==> src/rtl/adc_sequencer.sv <==
// Sample-rate scheduler and channel sequencer for the SPI ADC interface.
// Issues one conversion per channel on every sample tick and buffers each result in a valid/ready register.
module adc_sequencer #(
  parameter int unsigned SAMPLE_DIV = 1134,
  parameter int unsigned NUM_CH     = 2,
  parameter int unsigned CH_WIDTH   = 1,
  parameter int unsigned TIMEOUT    = 255
) (
  input  logic                CLK,
  input  logic                RST,
  input  logic                EN,
  input  logic                clr_err,
  output logic                conv_start,
  output logic [CH_WIDTH-1:0] conv_ch,
  input  logic                conv_busy,
  input  logic                conv_done,
  input  logic [15:0]         conv_value,
  output logic                smp_valid,
  output logic [15:0]         smp_data,
  output logic [CH_WIDTH-1:0] smp_ch,
  input  logic                smp_ready,
  output logic                overrun,
  output logic                timeout_err
);

  localparam int unsigned DIV_W = (SAMPLE_DIV > 1) ? $clog2(SAMPLE_DIV) : 1;
  localparam int unsigned TO_W  = (TIMEOUT > 1) ? $clog2(TIMEOUT + 1) : 1;

  localparam logic [DIV_W-1:0]    DIV_LAST = DIV_W'(SAMPLE_DIV - 1);
  localparam logic [TO_W-1:0]     TO_LAST  = TO_W'(TIMEOUT - 1);
  localparam logic [CH_WIDTH-1:0] CH_LAST  = CH_WIDTH'(NUM_CH - 1);

  typedef enum logic [1:0] {
    IDLE,
    START,
    WAIT,
    NEXT
  } state_t;

  state_t             state;
  logic [DIV_W-1:0]   div_cnt;
  logic [TO_W-1:0]    to_cnt;
  logic               tick;
  logic               can_load;

  assign tick     = EN && (div_cnt == DIV_LAST);
  assign can_load = !smp_valid || smp_ready;

  // Decoded from state and busy so the pulse lands one cycle after the tick
  // and only in a cycle where the engine is observed idle.
  assign conv_start = (state == START) && !conv_busy;

  always_ff @(posedge CLK) begin
    if (RST || !EN || tick) begin
      div_cnt <= '0;
    end else begin
      div_cnt <= div_cnt + 1'b1;
    end
  end

  always_ff @(posedge CLK) begin
    if (RST) begin
      state       <= IDLE;
      conv_ch     <= '0;
      to_cnt      <= '0;
      smp_valid   <= 1'b0;
      smp_data    <= '0;
      smp_ch      <= '0;
      overrun     <= 1'b0;
      timeout_err <= 1'b0;
    end else begin
      // Clears come first so any set event later in this block wins.
      if (clr_err) begin
        overrun     <= 1'b0;
        timeout_err <= 1'b0;
      end

      if (smp_valid && smp_ready) begin
        smp_valid <= 1'b0;
      end

      if (tick && (state != IDLE)) begin
        overrun <= 1'b1;
      end

      case (state)
        IDLE: begin
          if (tick) begin
            conv_ch <= '0;
            state   <= START;
          end
        end

        START: begin
          if (!conv_busy) begin
            to_cnt <= '0;
            state  <= WAIT;
          end
        end

        WAIT: begin
          if (conv_done) begin
            if (can_load) begin
              smp_valid <= 1'b1;
              smp_data  <= conv_value;
              smp_ch    <= conv_ch;
            end else begin
              overrun <= 1'b1;
            end
            state <= NEXT;
          end else if (to_cnt == TO_LAST) begin
            timeout_err <= 1'b1;
            state       <= NEXT;
          end else begin
            to_cnt <= to_cnt + 1'b1;
          end
        end

        NEXT: begin
          if (conv_ch == CH_LAST) begin
            state <= IDLE;
          end else begin
            conv_ch <= conv_ch + 1'b1;
            state   <= START;
          end
        end

        default: state <= IDLE;
      endcase
    end
  end

endmodule
==> config.mk <==
export PLATFORM = sky130hd
export DESIGN_NAME = adc_sequencer
export DESIGN_NICKNAME = d
export VERILOG_FILES = /design/src/rtl/adc_sequencer.sv
export SDC_FILE = /design/constraint.sdc
export NUM_CORES = 1
export LEC_CHECK = 0
export BUFFER_PORTS_ARGS = -buffer_cell sky130_fd_sc_hd__buf_4
export CAP_MARGIN = 20
export CORE_ASPECT_RATIO = 1.75
export CORE_MARGIN = 8
export CORE_UTILIZATION = 50
export CTS_BUF_LIST = sky130_fd_sc_hd__clkbuf_2
export DETAILED_ROUTE_END_ITERATION = 6
export PLACE_DENSITY = 0.83
export SKIP_CTS_REPAIR_TIMING = 1
export SLEW_MARGIN = 10
export SYNTH_ARGS = -nofsm -noshare
export SYNTH_HDL_FRONTEND = slang
export SYNTH_SLANG_ARGS = --single-unit
==> constraint.sdc <==
create_clock -name CLK -period 1.52 [get_ports CLK]
set_input_delay 0.152 -clock CLK [delete_from_list [all_inputs] [get_ports CLK]]
set_output_delay 0.152 -clock CLK [all_outputs]
set_load 0.03 [all_outputs]
Word level (Yosys, flattened, before mapping) --
Index checks and enable logic that the tools add are counted. Widths: inputs -> output; s select.
Cells by class: $add $sub $neg 3, equality and inequality tests 10, multiplexer cells 26, reduce and logical (&&, ||, !) cells 18
Operators by type and width (number):
- $mux 8 | 3
- $mux 1 | 16
- $pmux 8 s2 | 1
- $add 11x1->11 const B | 1
- $eq 11x11->1 const B | 1
- $add 8x1->8 const B | 1
- $eq 8x8->1 const B | 1
- $mux 2 | 4
- $ne 2x2->1 const B | 4
- $pmux 2 s4 | 1
- $reduce_and 3->1 | 2
- $reduce_bool 2->1 | 3
- $eq 2x2->1 const B | 2
- $logic_and 1x1->1 | 4
- $reduce_and 4->1 | 1
- $logic_not 1->1 | 3
- $logic_or 1x1->1 | 3
- $ne 3x3->1 const B | 1
- $eq 2x1->1 const B | 1
- $logic_not 2->1 | 1
- $pmux 1 s2 | 1
- $reduce_and 2->1 | 1
- $add 1x1->1 const B | 1
Storage, ports and cells: flip-flop bits (word level) 42, input port bits 23

Longest topological paths before layout --
Gate-level depths: netlist of the first run.
depth in word-level cells 7, mapped depth 8

Least setup slack after synthesis of the first run --
OpenSTA, ideal clock, no wires.
kind reg2reg, start point reg state[0], end point reg to_cnt[5], arrival 1.593 ns, setup slack -0.143 ns, cell stages (with the launch flop) 8, buffers on the path 1, period minus slack after synthesis 1.663 ns, path through dfxtp_1 inv_1 ha_1 inv_1 nor3_2 buf_2 or4_1 a21oi_1
Between the ends: longest elaborated chain between the ends 3, elaborated cells between the ends (all ways) 8
Ends and longest elaborated chain:
- from (decl) | line 40 | state_t state;
- from (signal assigned) | line 63 | state <= IDLE;
- from (signal assigned) | line 90 | state <= START;
- from (signal assigned) | line 97 | state <= WAIT;
- $eq 2x2->1 / $eq 2x1->1 (equally long branches) | line 86 | case (state)
- $ne 2x2->1 (no source line) / $reduce_bool 2->1 (equally long branches)
- $reduce_and 4->1 (no source line)
- to (signal assigned) | line 115 | to_cnt <= to_cnt + 1'b1;
- to (decl) | line 42 | logic [TO_W-1:0] to_cnt;
Several ways; a longest one is shown, not always the timed one. A chain may end at the register's enable or synchronous reset.

Worst setup path in the final report of the first run --
start point reg state[1], end point out conv_start
Between the ends: longest elaborated chain between the ends 2
Ends and longest elaborated chain:
- $eq 2x1->1 | line 51 | assign conv_start = (state == START) && !conv_busy;
- $logic_and 1x1->1 | line 51
- to (decl) | line 13 | output logic conv_start,
No other way between the ends.

==> results.yml, run 1 <==
sta:
  finalCritPeriodShare_pct: 103
  fin_crit_ps: 1560
  tns_ps: -141
  relSlewSlack_pct: 73.4
  fin_skew_ps: 6.91
  tightest_slew_ps: 396
  hold_viol_final: 0
  holdWs_ps: 88.2
  setup_viol: 8
  layout_setup_ws_ps: -38.9
  max_freq_ghz: 0.641
  drv_slew: 0
  rsz0062_at_grt: "yes"
final_layout:
  final_cells: 358
  syn2layout_area_growth_pct: 48.7
  drive_gt1_share_pct: 34.4
  nNetsFinal: 343
global_route:
  grt_pass1_wl_um: 7490
  antenna_found_initial: 1
  grt_max_degree: 31
  grt_util_all_layers_pct: 15.2
  grt_pass1_vias: 1691
  grt-ovfl-total: 0
critical_path:
  rrSetupSlack_ps: -30
  path_delay_family: "flip-flops"
  cp.required_ps: 1370
  cp-start-kind: "flip-flop"
  timing.rr.start: "state[0]$_SDFFE_PP0P_"
  critPathMaxFanout: 3
  worst_ep_arrival_time_ps: 1410
  crit_type: "flip-flop to output port"
  r2r_end: "to_cnt[1]$_SDFFE_PP0P_"
  cp-end-kind: "output port"
  crit_chain: "inv_4, ha_4, buf_6, nor2b_1, buf_4"
  cp_slowest_stage_delay_ps: 420
  rr_worst_depth: 6
  slowest_stage: "dfxtp_4"
  cp_num_buf_inv: 3
pwr:
  vdd_ir_drop_max_mv: 0.688
  p_leak_nw: 1.08
  p_per_area_nw_per_um2: 648
run_status:
  violations: "setup timing"
  status: "finished, violations left"
die:
  die_area_um2: 6110
  core_um2: 3630
  initial_utilization_pct: 52.4
  num_rows: 29
  die_x_um: 62.6
  die_y_um: 97.6
  ioPinCount: 45
clock_tree:
  clock_sinks: 42
  cts_buffer_depth: 2
  h-tree-depth: 2
  cts_buffers: 5
  root_buffer: "clkbuf_2"
  insertion_delay_ps: 400
  tritoncts: "yes"
  clkSlewWorstSetupHoldPaths_ps: 200
detailed_routing:
  wl_per_cell_um: 15.2
  wirelength_um: 5440
  ant_nets: 0
  drc: 0
  vias: 1923
  first_iter_violations: 69
  viasPerCell: 5.37
  first_pass_iters: 4
hold_path:
  min_from: "smp_ready"
  min_path_type: "primary input to flip-flop"
  hold_end: "smp_valid$_SDFF_PP0_"
  hold_path_depth: 3
synthesis:
  syn-num-nets: 259
  yosys.cell_count.top_type: "dfxtp_1"
  synth_warnings: 0
  syn_inst: 227
  synth.distinct_cells: 37
  yosysTopAreaCell: "dfxtp_1"
  synthFlopType: "dfxtp_1"
  ys_top_cells_by_count: "42 x dfxtp_1, 41 x nand2_1, 27 x a21oi_1"
  seq_area_frac_synth_pct: 44.2
  yosys_register_bits: 42
  synthTopCellsByArea: "dfxtp_1 44%, nand2_1 8.1%, a21oi_1 7.1%, ha_1 5.9%, xnor2_1 3.2%"
  synth_edf_count: 0
  async_flop_share_pct: 0
  synth_top_cell_area_share_pct: 44.2
  mappedNetlistArea_um2: 1900
  synth.avg_cell_area_um2: 8.38
run:
  drv_cap: 0
place:
  dp_cells: 330
  io_buffers: 44
  place_congestion: 0.843
  dp_hpwl_um: 3540
-- worst max path at each step --
stage	startpoint	end	depth (start not counted)
2_1_floorplan	to_cnt[0]$_SDFFE_PP0P_	to_cnt[5]$_SDFFE_PP0P_	7
3_3_place_gp	state[1]$_SDFFE_PP0P_	to_cnt[6]$_SDFFE_PP0P_	6
3_5_place_dp	state[0]$_SDFFE_PP0P_	to_cnt[3]$_SDFFE_PP0P_	6
4_1_cts	state[1]$_SDFFE_PP0P_	to_cnt[4]$_SDFFE_PP0P_	6
5_1_grt	state[0]$_SDFFE_PP0P_	smp_data[0]$_SDFFE_PP0P_	8
6_report	state[1]$_SDFFE_PP0P_	conv_start	5
-- cell families after synthesis --
group	Yosys count	synth area share, %
adder cells (fa/ha/maj)	9	5.92
buffers and inverters	20	4.28
AO/OA/AOI/OAI	44	14.2
multiplexers	1	0.526
AND/OR/NAND/NOR	102	26.7
flip-flops	42	44.2
XOR/XNOR	9	4.14
-- sequential cells by signal, indices dropped and copies added, names as in the netlist --
name	flops
overrun	1
to_cnt	8
smp_data	16
smp_ch	1
conv_ch	1
timeout_err	1
div_cnt	11
smp_valid	1
state	2
-- cell type report --
cell class,instances,area [µm²]
diodes,1,2.50
clock buffers,5,25.0
clock inverters,2,10.0
fillers,238,801
inverters,11,48.8
multi-input cells,167,1150
flip-flops and latches,42,852
well taps,46,57.6
repair buffers,84,684
-- metrics by stage --
stage / instance area [µm²] / utilization, % / worst slack [ps] / total power [W]
after floorplan: 1930 / - / 1.42 / 0.00123
after global placement: 2440 / 67.2 / -28.4 / 0.00132
after detailed placement: 2440 / 67.2 / -76.0 / 0.00132
after CTS: 2470 / 68.2 / -125 / 0.00177
after global routing: 2830 / 77.9 / -137 / 0.00192
final: 2830 / 77.9 / -38.9 / 0.00183
-- cells in the final DEF, fill, tap and decap left out, types with 7 or more instances in the layout --
| master | instances |
|---|---|
| a21oi_1 | 25 |
| buf_4 | 64 |
| dfxtp_1 | 37 |
| dlygate4sd3_1 | 17 |
| inv_1 | 8 |
| nand2_1 | 40 |
| nand3_1 | 10 |
| nor2_1 | 14 |
| xnor2_1 | 7 |
-- layer usage --
layer	global-route usage [%]	wire, µm	vias up
li1	-	-	955
met1	13.2	1940	889
met2	28.8	3040	59
met3	5.77	267	20
met4	7.95	193	0
met5	0	0	-
-- worst min-delay path, stage by stage --
cell	delay, ps
buf_4	70
nand2b_1	160
a21oi_1	90
-- power by group --
part,switching [W],internal (W),total [W]
Clock,0.000354,0.0000997,0.000453
Combinational,0.000116,0.000147,0.000263
Sequential,0.00000814,0.00111,0.00112
Power figures use the tool's default switching activity.
==> run 2: changes to the inputs <==
Clock period 1.52 ns to 1.4 ns, I/O delays scaled along.
==> run 2 against run 1 <==
  * Core utilization rose by 12 points
  * Via count rose by 15%
  * Sequential share of layout area fell by 3.7 points
  * Register-to-register slack got worse by 270 ps
  * Routed wire length rose by 44%
  * Sequential power rose by 8%
  * Combinational power rose by 41%
  * Non-clock buffer count rose by 23
  * Sequential cell count did not move
  * Highest routed layer unchanged
  * Critical path type is now flip-flop to flip-flop
  * Clock skew rose by 21 ps
  * The flow still finishes with violations (setup timing)
  * First-iteration DRC count rose to 2.6 times the previous value
==> results.yml, run 2 (synthesized netlist as in run 1, its figures left out) <==
place:
  dp_slack_ps: -164
  dpl-instance-area_um2: 2560
  dp_cells: 340
  dp_hpwl_um: 3760
  io_buffers: 44
  place_congestion: 0.789
critical_path:
  cp-end-kind: "flip-flop"
  crit_type: "flip-flop to flip-flop"
  rr_worst_depth: 7
  r2r_end: "to_cnt[4]$_SDFFE_PP0P_"
  cp.required_ps: 1770
  rrSetupSlack_ps: -300
  critPathMaxFanout: 7
  timing.rr.start: "state[1]$_SDFFE_PP0P_"
  worst_ep_arrival_time_ps: 2070
  cp-start-kind: "flip-flop"
sta:
  fin_skew_ps: 28.2
  rsz0062_at_grt: "yes"
  finalCritPeriodShare_pct: 121
  tightest_slew_ps: 445
  drv_slew: 0
  setup_viol: 41
  fin_crit_ps: 1700
  relSlewSlack_pct: 70.2
  hold_viol_final: 0
  max_freq_ghz: 0.589
  tns_ps: -6350
  layout_setup_ws_ps: -297
run_status:
  status: "finished, violations left"
  violations: "setup timing"
detailed_routing:
  first_pass_iters: 4
  first_iter_violations: 178
  drc: 0
  viasPerCell: 5.80
  wirelength_um: 7840
  vias: 2210
  ant_nets: 0
  wl_per_cell_um: 20.6
final_layout:
  mostFrequentLayoutCells: "80 x buf_4, 33 x nand2_1, 32 x dfxtp_1"
  reg_top3: "smp_data x16, div_cnt x11, to_cnt x8"
  nNetsFinal: 366
  final_util_pct: 89.8
  largest-register: "smp_data"
  layout_commonest_cell: "buf_4"
  drive_gt1_share_pct: 49.9
  diodes: 0
  syn2layout_area_growth_pct: 71.2
  largest_register_ffs: 16
  final_cells: 381
  stdcell_area_um2: 3260
global_route:
  grt_pass1_wl_um: 8420
  grt_util_all_layers_pct: 16.7
  antenna_found_initial: 0
  grt_pass1_vias: 1858
  grt_max_degree: 31
  grt-ovfl-total: 0
die:
  num_rows: 29
  die_y_um: 97.6
  die_area_um2: 6110
  die_x_um: 62.6
  initial_utilization_pct: 52.4
  core_um2: 3630
  ioPinCount: 45
hold_path:
  min_from: "smp_ready"
  hold_path_depth: 3
  hold_end: "smp_valid$_SDFF_PP0_"
  min_path_type: "primary input to flip-flop"
clock_tree:
  cts_buffer_depth: 2
  clock_sinks: 42
  root_buffer: "clkbuf_2"
  tritoncts: "yes"
  cts_buffers: 5
  insertion_delay_ps: 430
  clkSlewWorstSetupHoldPaths_ps: 220
  h-tree-depth: 2
pwr:
  p_leak_nw: 1.29
  vdd_ir_drop_max_mv: 0.699
  p_per_area_nw_per_um2: 646
run:
  drv_cap: 0
==> run 2: cell types whose count changed in the layout (fill, tap and decap cells not counted), moves of 4 or more <==
cell / change
buf_6: +7
dfxtp_2: +4
buf_4: +16
nand2_1: -7
nor2_2: +4
nand2_4: +4
dfxtp_1: -5
a21oi_1: -7
nor2_1: -8
a21oi_2: +7
nor2_4: +4
==> run 2: how the worst max path moves through the flow <==
stage	start	endpoint	depth (start not counted)	slack (ps)
after detailed placement	state[0]$_SDFFE_PP0P_	state[0]$_SDFFE_PP0P_	6	-160
after global routing	state[0]$_SDFFE_PP0P_	to_cnt[1]$_SDFFE_PP0P_	6	-370
after CTS	state[1]$_SDFFE_PP0P_	conv_start	5	-250
after floorplan	state[0]$_SDFFE_PP0P_	to_cnt[5]$_SDFFE_PP0P_	7	-60
after global placement	state[0]$_SDFFE_PP0P_	state[0]$_SDFFE_PP0P_	6	-120
final	state[1]$_SDFFE_PP0P_	to_cnt[4]$_SDFFE_PP0P_	7	-300
==> run 2: stage by stage <==
| step | power (W) | hold slack [ps] |
|---|---|---|
| after global placement | 0.00145 | 386 |
| after CTS | 0.00197 | -80.7 |
| final | 0.00210 | 93.6 |
| after detailed placement | 0.00146 | 395 |
| after global routing | 0.00219 | 68.7 |
| after floorplan | 0.00135 | 276 |
==> run 2: final cells by class <==
type | instances | area [µm²]
fillers | 158 | 372
flip-flops and latches | 42 | 861
well taps | 46 | 57.6
clock inverters | 3 | 16.3
clock buffers | 5 | 25.0
repair buffers | 107 | 883
multi-input cells | 167 | 1360
inverters | 11 | 51.3
==> run 2: per-layer routing <==
layer | routed length [µm] | vias up | global-route usage [%]
met2 | 4330 | 90 | 32.9
met1 | 2790 | 1080 | 15.4
met4 | 399 | 0 | 7.07
met5 | 0 | - | 0
met3 | 320 | 37 | 4.27
li1 | - | 1003 | -
==> run 2: critical path, stage by stage, from the launching register on <==
cell and delay [ps]:
dfxtp_4 420, inv_4 50, ha_4 170, buf_4 140
nand2_4 110, o211ai_4 120, or4_1 450, a21oi_1 180
==> run 2: where the power goes <==
| group | internal, W | switching [W] |
|---|---|---|
| sequential | 0.00120 | 0.0000118 |
| combinational | 0.000197 | 0.000173 |
| clock | 0.000114 | 0.000405 |
| total | 0.00151 | 0.000590 |
